$ cat src/rtl/reg_bank_pkg.sv
// Shared defaults and named register indices for the multi-port register bank.
package reg_bank_pkg;
  localparam int DATA_W   = 32;
  localparam int ADDR_W   = 5;
  localparam int NUM_REGS = 17;
  localparam int SP_IDX   = 16;
  localparam int SP_RESET = 1023;

  localparam int ZERO = 0;
  localparam int RET  = 16;

  // Register 0 is hard-wired and indices past the array are not backed by storage.
  function automatic logic addr_legal(input int addr, input int num_regs);
    return (addr != ZERO) && (addr < num_regs);
  endfunction
endpackage

$ cat src/rtl/reg_bank_mp_if.sv
// Decode/writeback side of the register bank: read ports, write ports, load claims and busy flags.
interface reg_bank_mp_if #(
  parameter int DATA_W = reg_bank_pkg::DATA_W,
  parameter int ADDR_W = reg_bank_pkg::ADDR_W
);
  logic        [ADDR_W-1:0] rs;
  logic        [ADDR_W-1:0] rt;
  logic signed [DATA_W-1:0] rdData1;
  logic signed [DATA_W-1:0] rdData2;
  logic                     wrEn0;
  logic        [ADDR_W-1:0] wrAddr0;
  logic signed [DATA_W-1:0] wrData0;
  logic                     wrEn1;
  logic        [ADDR_W-1:0] wrAddr1;
  logic signed [DATA_W-1:0] wrData1;
  logic                     claimEn;
  logic        [ADDR_W-1:0] claimAddr;
  logic                     busy1;
  logic                     busy2;

  // No handshake: reads and busy lookups are combinational, writes and claims commit on the clock edge.
  modport master (
    output rs, rt, wrEn0, wrAddr0, wrData0, wrEn1, wrAddr1, wrData1, claimEn, claimAddr,
    input  rdData1, rdData2, busy1, busy2
  );
  modport slave (
    input  rs, rt, wrEn0, wrAddr0, wrData0, wrEn1, wrAddr1, wrData1, claimEn, claimAddr,
    output rdData1, rdData2, busy1, busy2
  );
endinterface

$ cat src/rtl/reg_scoreboard.sv
// Pending-load bits: set by a load claim, cleared by load writeback, set wins on a same-address tie.
module reg_scoreboard #(
  parameter int NUM_REGS = reg_bank_pkg::NUM_REGS,
  parameter int ADDR_W   = reg_bank_pkg::ADDR_W
) (
  input  logic              clk,
  input  logic              rst,
  input  logic              claim_en,
  input  logic [ADDR_W-1:0] claim_addr,
  input  logic              clr_en,
  input  logic [ADDR_W-1:0] clr_addr,
  input  logic [ADDR_W-1:0] rd_addr1,
  input  logic [ADDR_W-1:0] rd_addr2,
  output logic              busy1,
  output logic              busy2
);
  import reg_bank_pkg::*;

  logic [NUM_REGS-1:0] pending;
  logic [NUM_REGS-1:0] pending_nxt;

  always_ff @(posedge clk or posedge rst) begin
    if (rst) pending <= '0;
    else     pending <= pending_nxt;
  end

  // Address compares against each index keep out-of-range addresses from touching any bit.
  always_comb begin
    pending_nxt = pending;
    for (int i = 0; i < NUM_REGS; i++) begin
      if (clr_en && clr_addr == ADDR_W'(i)) pending_nxt[i] = 1'b0;
      if (claim_en && i != ZERO && claim_addr == ADDR_W'(i)) pending_nxt[i] = 1'b1;
    end
  end

  always_comb begin
    busy1 = 1'b0;
    busy2 = 1'b0;
    for (int i = 0; i < NUM_REGS; i++) begin
      if (rd_addr1 == ADDR_W'(i)) busy1 = pending[i];
      if (rd_addr2 == ADDR_W'(i)) busy2 = pending[i];
    end
  end
endmodule

$ cat src/rtl/reg_bank_mp.sv
// Two-read/two-write register bank with r0 hard-wired to zero, optional write bypass and load scoreboard.
module reg_bank_mp #(
  parameter int                          DATA_W   = reg_bank_pkg::DATA_W,
  parameter int                          NUM_REGS = reg_bank_pkg::NUM_REGS,
  parameter int                          ADDR_W   = reg_bank_pkg::ADDR_W,
  parameter int                          SP_IDX   = reg_bank_pkg::RET,
  parameter logic [DATA_W-1:0]           SP_RESET = DATA_W'(reg_bank_pkg::SP_RESET),
  parameter int                          BYPASS   = 1
) (
  input  logic        clk,
  input  logic        rst,
  reg_bank_mp_if.slave bus
);
  import reg_bank_pkg::*;

  // Register 0 has no storage; reads of it fall through to the zero default.
  logic        [DATA_W-1:0] regs [1:NUM_REGS-1];
  logic                     wr0_ok;
  logic                     wr1_ok;
  logic signed [DATA_W-1:0] rd1;
  logic signed [DATA_W-1:0] rd2;
  logic                     busy1_raw;
  logic                     busy2_raw;

  // While reset is held, writes are neither stored nor forwarded.
  assign wr0_ok = !rst && bus.wrEn0 && addr_legal(int'(bus.wrAddr0), NUM_REGS);
  assign wr1_ok = !rst && bus.wrEn1 && addr_legal(int'(bus.wrAddr1), NUM_REGS);

  always_ff @(posedge clk or posedge rst) begin
    if (rst) begin
      for (int i = 1; i < NUM_REGS; i++)
        regs[i] <= (i == SP_IDX) ? SP_RESET : '0;
    end else begin
      for (int i = 1; i < NUM_REGS; i++) begin
        if (wr1_ok && bus.wrAddr1 == ADDR_W'(i))      regs[i] <= bus.wrData1;
        else if (wr0_ok && bus.wrAddr0 == ADDR_W'(i)) regs[i] <= bus.wrData0;
      end
    end
  end

  always_comb begin
    rd1 = '0;
    rd2 = '0;
    for (int i = 1; i < NUM_REGS; i++) begin
      if (bus.rs == ADDR_W'(i)) rd1 = regs[i];
      if (bus.rt == ADDR_W'(i)) rd2 = regs[i];
    end
    // Load writeback is applied last so it overrides the ALU port, matching the collision rule.
    if (BYPASS != 0) begin
      if (wr0_ok && bus.wrAddr0 == bus.rs) rd1 = bus.wrData0;
      if (wr0_ok && bus.wrAddr0 == bus.rt) rd2 = bus.wrData0;
      if (wr1_ok && bus.wrAddr1 == bus.rs) rd1 = bus.wrData1;
      if (wr1_ok && bus.wrAddr1 == bus.rt) rd2 = bus.wrData1;
    end
  end

  reg_scoreboard #(
    .NUM_REGS (NUM_REGS),
    .ADDR_W   (ADDR_W)
  ) u_scoreboard (
    .clk        (clk),
    .rst        (rst),
    .claim_en   (bus.claimEn),
    .claim_addr (bus.claimAddr),
    .clr_en     (bus.wrEn1),
    .clr_addr   (bus.wrAddr1),
    .rd_addr1   (bus.rs),
    .rd_addr2   (bus.rt),
    .busy1      (busy1_raw),
    .busy2      (busy2_raw)
  );

  assign bus.rdData1 = rd1;
  assign bus.rdData2 = rd2;
  // A load landing this cycle is being forwarded, so the consumer need not stall.
  assign bus.busy1 = busy1_raw && !((BYPASS != 0) && wr1_ok && bus.wrAddr1 == bus.rs);
  assign bus.busy2 = busy2_raw && !((BYPASS != 0) && wr1_ok && bus.wrAddr1 == bus.rt);
endmodule

$ cat src/flat_wrapper.sv
// flat-port wrapper written by rule: the top's interface ports become plain ports
module reg_bank_mp_flat import reg_bank_pkg::*;
#(
  parameter int                          DATA_W   = reg_bank_pkg::DATA_W,
  parameter int                          NUM_REGS = reg_bank_pkg::NUM_REGS,
  parameter int                          ADDR_W   = reg_bank_pkg::ADDR_W,
  parameter int                          SP_IDX   = reg_bank_pkg::RET,
  parameter logic [DATA_W-1:0]           SP_RESET = DATA_W'(reg_bank_pkg::SP_RESET),
  parameter int                          BYPASS   = 1
)
  (clk, rst, bus_rs, bus_rt, bus_wrEn0, bus_wrAddr0, bus_wrData0, bus_wrEn1, bus_wrAddr1, bus_wrData1, bus_claimEn, bus_claimAddr, bus_rdData1, bus_rdData2, bus_busy1, bus_busy2);
  reg_bank_mp_if #(.DATA_W(DATA_W), .ADDR_W(ADDR_W)) bus_i ();
  input  logic clk;
  input  logic rst;
  input wire logic [$bits(bus_i.rs)-1:0] bus_rs;
  input wire logic [$bits(bus_i.rt)-1:0] bus_rt;
  input wire logic [$bits(bus_i.wrEn0)-1:0] bus_wrEn0;
  input wire logic [$bits(bus_i.wrAddr0)-1:0] bus_wrAddr0;
  input wire logic [$bits(bus_i.wrData0)-1:0] bus_wrData0;
  input wire logic [$bits(bus_i.wrEn1)-1:0] bus_wrEn1;
  input wire logic [$bits(bus_i.wrAddr1)-1:0] bus_wrAddr1;
  input wire logic [$bits(bus_i.wrData1)-1:0] bus_wrData1;
  input wire logic [$bits(bus_i.claimEn)-1:0] bus_claimEn;
  input wire logic [$bits(bus_i.claimAddr)-1:0] bus_claimAddr;
  output wire logic [$bits(bus_i.rdData1)-1:0] bus_rdData1;
  output wire logic [$bits(bus_i.rdData2)-1:0] bus_rdData2;
  output wire logic [$bits(bus_i.busy1)-1:0] bus_busy1;
  output wire logic [$bits(bus_i.busy2)-1:0] bus_busy2;
  assign bus_i.rs = bus_rs;
  assign bus_i.rt = bus_rt;
  assign bus_i.wrEn0 = bus_wrEn0;
  assign bus_i.wrAddr0 = bus_wrAddr0;
  assign bus_i.wrData0 = bus_wrData0;
  assign bus_i.wrEn1 = bus_wrEn1;
  assign bus_i.wrAddr1 = bus_wrAddr1;
  assign bus_i.wrData1 = bus_wrData1;
  assign bus_i.claimEn = bus_claimEn;
  assign bus_i.claimAddr = bus_claimAddr;
  assign bus_rdData1 = bus_i.rdData1;
  assign bus_rdData2 = bus_i.rdData2;
  assign bus_busy1 = bus_i.busy1;
  assign bus_busy2 = bus_i.busy2;
  reg_bank_mp #(.DATA_W(DATA_W), .NUM_REGS(NUM_REGS), .ADDR_W(ADDR_W), .SP_IDX(SP_IDX), .SP_RESET(SP_RESET), .BYPASS(BYPASS)) u_core (.clk(clk), .rst(rst), .bus(bus_i));
endmodule
$ cat config.mk
export PLATFORM = sky130hd
export DESIGN_NAME = reg_bank_mp_flat
export DESIGN_NICKNAME = d
export VERILOG_FILES = /design/src/rtl/reg_bank_pkg.sv /design/src/rtl/reg_bank_mp_if.sv /design/src/rtl/reg_scoreboard.sv /design/src/rtl/reg_bank_mp.sv /design/src/flat_wrapper.sv
export SDC_FILE = /design/constraint.sdc
export NUM_CORES = 2
export LEC_CHECK = 0
export BUFFER_PORTS_ARGS = -buffer_cell sky130_fd_sc_hd__buf_2
export CAP_MARGIN = 20
export CORE_MARGIN = 2
export CORE_UTILIZATION = 30
export CTS_CLUSTER_SIZE = 40
export DETAILED_ROUTE_END_ITERATION = 8
export PLACE_DENSITY = 0.47
export SYNTH_ARGS = -nofsm -noshare
export SYNTH_HDL_FRONTEND = slang
export SYNTH_SLANG_ARGS = --single-unit
export TNS_END_PERCENT = 50
$ cat constraint.sdc
create_clock -name clk -period 21.9 [get_ports clk]
set_clock_uncertainty 0.1 [all_clocks]
set_input_delay 1.095 -clock clk [delete_from_list [all_inputs] [get_ports clk]]
set_output_delay 1.095 -clock clk [all_outputs]
set_load 0.01 [all_outputs]
Word level (Yosys, flattened, before mapping). Cells that the tools add are included.

Muxes and demuxes: 132. Eq/ne operators: 84. Order comparisons: 2. Reduce and logical (&&, ||, !) cells: 113.

Operator list (number): 2-to-1 mux 32 bit (68); == test 5 x 4 -> 1 bit, second input constant (40); == test 5 x 3 -> 1 bit, second input constant (20); logical AND 1 bit (76); 2-to-1 mux 1 bit (64); nonzero test 2 bit (32); == test 5 x 2 -> 1 bit, second input constant (10); == test 5 x 1 -> 1 bit, second input constant (5); == test 5 bit, second input constant (5); == test 5 bit (4); < comparator 5 bit, second input constant (2); nonzero test 5 bit (2); zero test 1 bit (3).

Bits in registers: 528. Input port bits: 94. Output and inout port bits: 66.

Longest topological paths before layout.
Word-level depth: 19. Depth in mapped cells: 11. Mapped depth without buffers: 7.

Cells and area by module. From an unflattened synthesis, not the netlist that was laid out.

Cells, all modules: 4484. Area, all modules: 36501.3 um^2.

Modules (own cells, without submodules): reg_bank_mp (times used 1, area each 35383.9 um^2, cells each 4347); reg_scoreboard (times used 1, area each 1117.3 um^2, cells each 137).

Worst setup path before layout. No wires, ideal clock.

Path kind: input-to-output. From: input rst. To: output bus_rdData2[24]. Data arrival time: 13879 ps. Buffers on the path: 2. Slack: 6826 ps. Cell stages on the path: 7. Data required time: 20705 ps. Cell sequence: inv_1 -> nand2_1 -> nor4bb_1 -> clkbuf_1 -> clkbuf_1 -> a22oi_1 -> a21bo_2.

Word-level cells in the longest chain between the ends: 6.

Ends and longest elaborated chain: start, declared (line flat_wrapper.sv:14) `input logic rst;`; zero test 1 bit * (line reg_bank_mp.sv:26, reg_bank_mp.sv:27); logical AND 1 bit (2 in a row) (line reg_bank_mp.sv:26) `assign wr0_ok = !rst && bus.wrEn0 && addr_legal(int'(bus.wrAddr0), NUM_REGS);`; logical AND 1 bit (line reg_bank_mp.sv:51) `if (wr0_ok && bus.wrAddr0 == bus.rt) rd2 = bus.wrData0;`; 2-to-1 mux 32 bit (line reg_bank_mp.sv:51); 2-to-1 mux 32 bit * (line reg_bank_mp.sv:53) `if (wr1_ok && bus.wrAddr1 == bus.rt) rd2 = bus.wrData1;`; end, declared (line flat_wrapper.sv:26) `output wire logic [$bits(bus_i.rdData2)-1:0] bus_rdData2;`.

Mark *: on every way between the ends. The rest lies on a longest branch, timed or not.

Final worst setup path.
From: input bus_rt[0]. To: output bus_rdData2[0].

Word-level cells in the longest chain between the ends: 19.

Ends and longest elaborated chain: start, declared (line flat_wrapper.sv:16) `input wire logic [$bits(bus_i.rt)-1:0] bus_rt;`; == test 5 x 1 -> 1 bit (line reg_bank_mp.sv:46) `if (bus.rt == ADDR_W'(i)) rd2 = regs[i];`; 2-to-1 mux 32 bit (16 in a row) (line reg_bank_mp.sv:46); 2-to-1 mux 32 bit (line reg_bank_mp.sv:51); 2-to-1 mux 32 bit * (line reg_bank_mp.sv:53).

Marked as above.

==> run metrics <==
Commonest cells post-synth=a21oi_1 (695), nor2_1 (610), mux2i_1 (549); largest fanout on the critical path=53; antenna violations before repair=21; die area=approximately 0.12 mm²; Yosys top cell by area=dfrtp_1; P per Cell Area=83.1 mW/mm²; startpoint types=input port; worst min path class=flop to flop; die height=~350 µm; VDD IR max=55.5 µV; main flop type after synthesis=dfrtp_1; Avg Inst Size Synth=8.15 µm²; layout cell share with drive strength beyond 1=0.126; CTS tree=built; post-CTS sizing=0; Post-CTS Repair Setup Buffers=0; DRT met1 WL=89.3 mm; FF+latch count, synth=528; Peak Freq=approximately 140 MHz; uppermost layer routed=met5; Most common cell on crit path=buf_4; hold_buf cts=0; gr ovfl total=0; Relative slew margins=0.105; CP Data Arrival Time=5.93 ns; area grow syn2layout=13.0%; drt wl/cell=38.8 µm; Initial DRC Count=6762; status=complete, but fails checks; worst hold slack=0.414 ns; Synth Instances=4403; Final Cycle Share=0.325; number of global-route vias before repair=35837; met3 wire length=around 30 mm; Mapped Area=0.0359 mm²; pre-CTS WS=15.19 ns; Final setup viols=0; Multi-input gate area=0.0211 mm²; Core Area=0.118 mm²; gpl congestion=1.08; Critical-path top delay cell=nand2_1; reg2reg start=u_core.regs[141]$_DFFE_PP0P_; slowest stage delay, CP=0.89 ns; antenna viol nets, final=0; WL met2=93.4 mm; Final Critical Period=7.12 ns; Lkg Pwr=18.0 nW; CP required=20.71 ns; Synth warnings=0; Crit. Startpoint=bus_rt[0]; first-pass GRT wire length=between 300 and 400 mm; number of buffers added on ports=159; Post-synth ARST share=1.00; EDFF count, synth=0; vias per inst=6.62; Skew-Pair Late Insertion Delay=0.66 ns; clk root buf=clkbuf_16; CTS max path bufs=3; nets=4381; unrepaired setup endpoints after global routing=no; Final WS setup=14.78 ns; endpoints failing hold=0; Setup CP Type=input port to output port; most common cell in the synthesized netlist=a21oi_1; register area share after synthesis=0.368; CP Capture Type=output port; Initial Util=0.303; hold_sp=u_core.regs[426]$_DFFE_PP0P_; fillcell total=12395; FF+latch area=0.0132 mm²; Clock transition at path regs=0.06 ns; Detailed Place HPWL=roughly 150 mm; Detailed Routing Iterations Pass 1=9; GRT Overall Usage=0.367; Vias=39350; critical path cell sequence=buf_4 > buf_4 > buf_4 > and2_1 > nand2_1 > o21ai_0 > nor4_1 > a2111oi_0 > o31ai_1 > buf_2; post-route setup TNS=0 ns; count of cell types in the netlist=80; Die Span X=350 µm; Rows=126; largest net degree at the start of global routing=around 100; Final Max Slew Viols=0; # IOs=160; H-tree levels=3; worst slew pin tran=1.34 ns; max_cap viols=0; failing checks=design-rule violations; # DRC=14; WL final=~230 mm; CTS sink cnt=528; syn_nets=around 4500; Yosys top cell area share=0.361; CTS Buf Count=a little under 70; Critical path buffers and inverters=4; top cells by area, synth=dfrtp_1 (36%), mux2i_1 (15%), a21oi_1 (9.7%), nor2_1 (6.4%), o21ai_0 (4.9%); CP top delay family=buffers and inverters
==> worst min-delay path, cell delays in order, from the launching register on <==
cell	delay [ns]
dfrtp_1	0.36
nand2_1	0.05
o21ai_0	0.06
==> power breakdown <==
part | leakage, nW | switching (mW) | internal, mW
logic | 10.2 | 0.394 | 0.259
clock network | 1.09 | 0.488 | 0.694
registers | 6.67 | 0.331 | 1.20
total | 18.0 | 1.21 | 2.16
==> worst paths after layout <==
check | end | depth (start not counted) | slack [ns]
setup / recovery | bus_rdData2[0] | 10 | 14.78
hold / removal | u_core.regs[426]$_DFFE_PP0P_ | 2 | 0.41
setup reg to reg | u_core.regs[141]$_DFFE_PP0P_ | 2 | 20.84
hold reg to reg | u_core.regs[426]$_DFFE_PP0P_ | 2 | 0.41
max in group asynchronous | u_core.regs[46]$_DFFE_PP0P_ | 5 | 18.37
min in group asynchronous | u_core.u_scoreboard.pending[9]$_DFFE_PP0P_ | 2 | 0.45
==> per-stage QoR <==
step / cells / power, mW / area [µm²] / utilization
after floorplan: 4403 / 1.79 / 35900 / -
after global placement: 5808 / 2.14 / 38200 / 0.323
after detailed placement: 5812 / 2.15 / 38200 / 0.323
after CTS: 5928 / 3.32 / 40500 / 0.342
after global routing: 5934 / 3.46 / 40500 / 0.342
final: 5948 / 3.37 / 40600 / 0.343
==> layout by cell type, fill, tap and decap left out, types with 13 or more instances in the layout <==
master     instances
a2111oi_0         14
a211oi_1          25
a21oi_1          695
a221o_1           18
a221oi_1          48
a22o_1            20
a22oi_1           82
a31oi_1           20
buf_2            158
buf_4            141
clkbuf_1          18
clkbuf_16         71
clkbuf_8          13
dfrtp_1          518
diode_2           15
mux2_2            25
mux2i_1          549
nand2_1          269
nand2_4           13
nand2b_1          30
nand3_1           42
nor2_1           594
nor2b_1           18
nor3_1            61
nor4_1            14
o211ai_1          27
o21ai_0          352
o221ai_1          24
o22ai_1          125
or3_1             23
==> metal layers <==
metal,vias to the layer above,track usage
li1,15819,-
met1,19098,0.474
met2,3425,0.517
met3,986,0.132
met4,22,0.229
met5,-,0.00706
==> logic make-up (layout without fill, tap and decap cells) <==
kind of cell	after synthesis	count (layout)	synth area share
other	0	15	0
xor gates and xnor gates	19	19	0.00464
buffers and inverters	504	434	0.0570
DFF	528	528	0.368
AOI/OAI and AO/OA	1570	1570	0.260
and+or+nand+nor	1206	1206	0.148
muxes	576	576	0.162
==> sequential cells by signal (all words and copies together) (netlist names) <==
signal and flops:
u_core.u_scoreboard.pending 16, u_core.regs 512
==> final cells by class <==
| class | instances | share of cell area |
|---|---|---|
| antenna | 15 | 0.000925 |
| clock buffer | 102 | 0.0499 |
| clock inverter | 14 | 0.00512 |
| inverter | 14 | 0.00148 |
| multi-input combinational | 3371 | 0.520 |
| sequential | 528 | 0.326 |
| tap | 1600 | 0.0494 |
| timing repair buffer | 304 | 0.0476 |
Power figures use the tool's default switching activity.
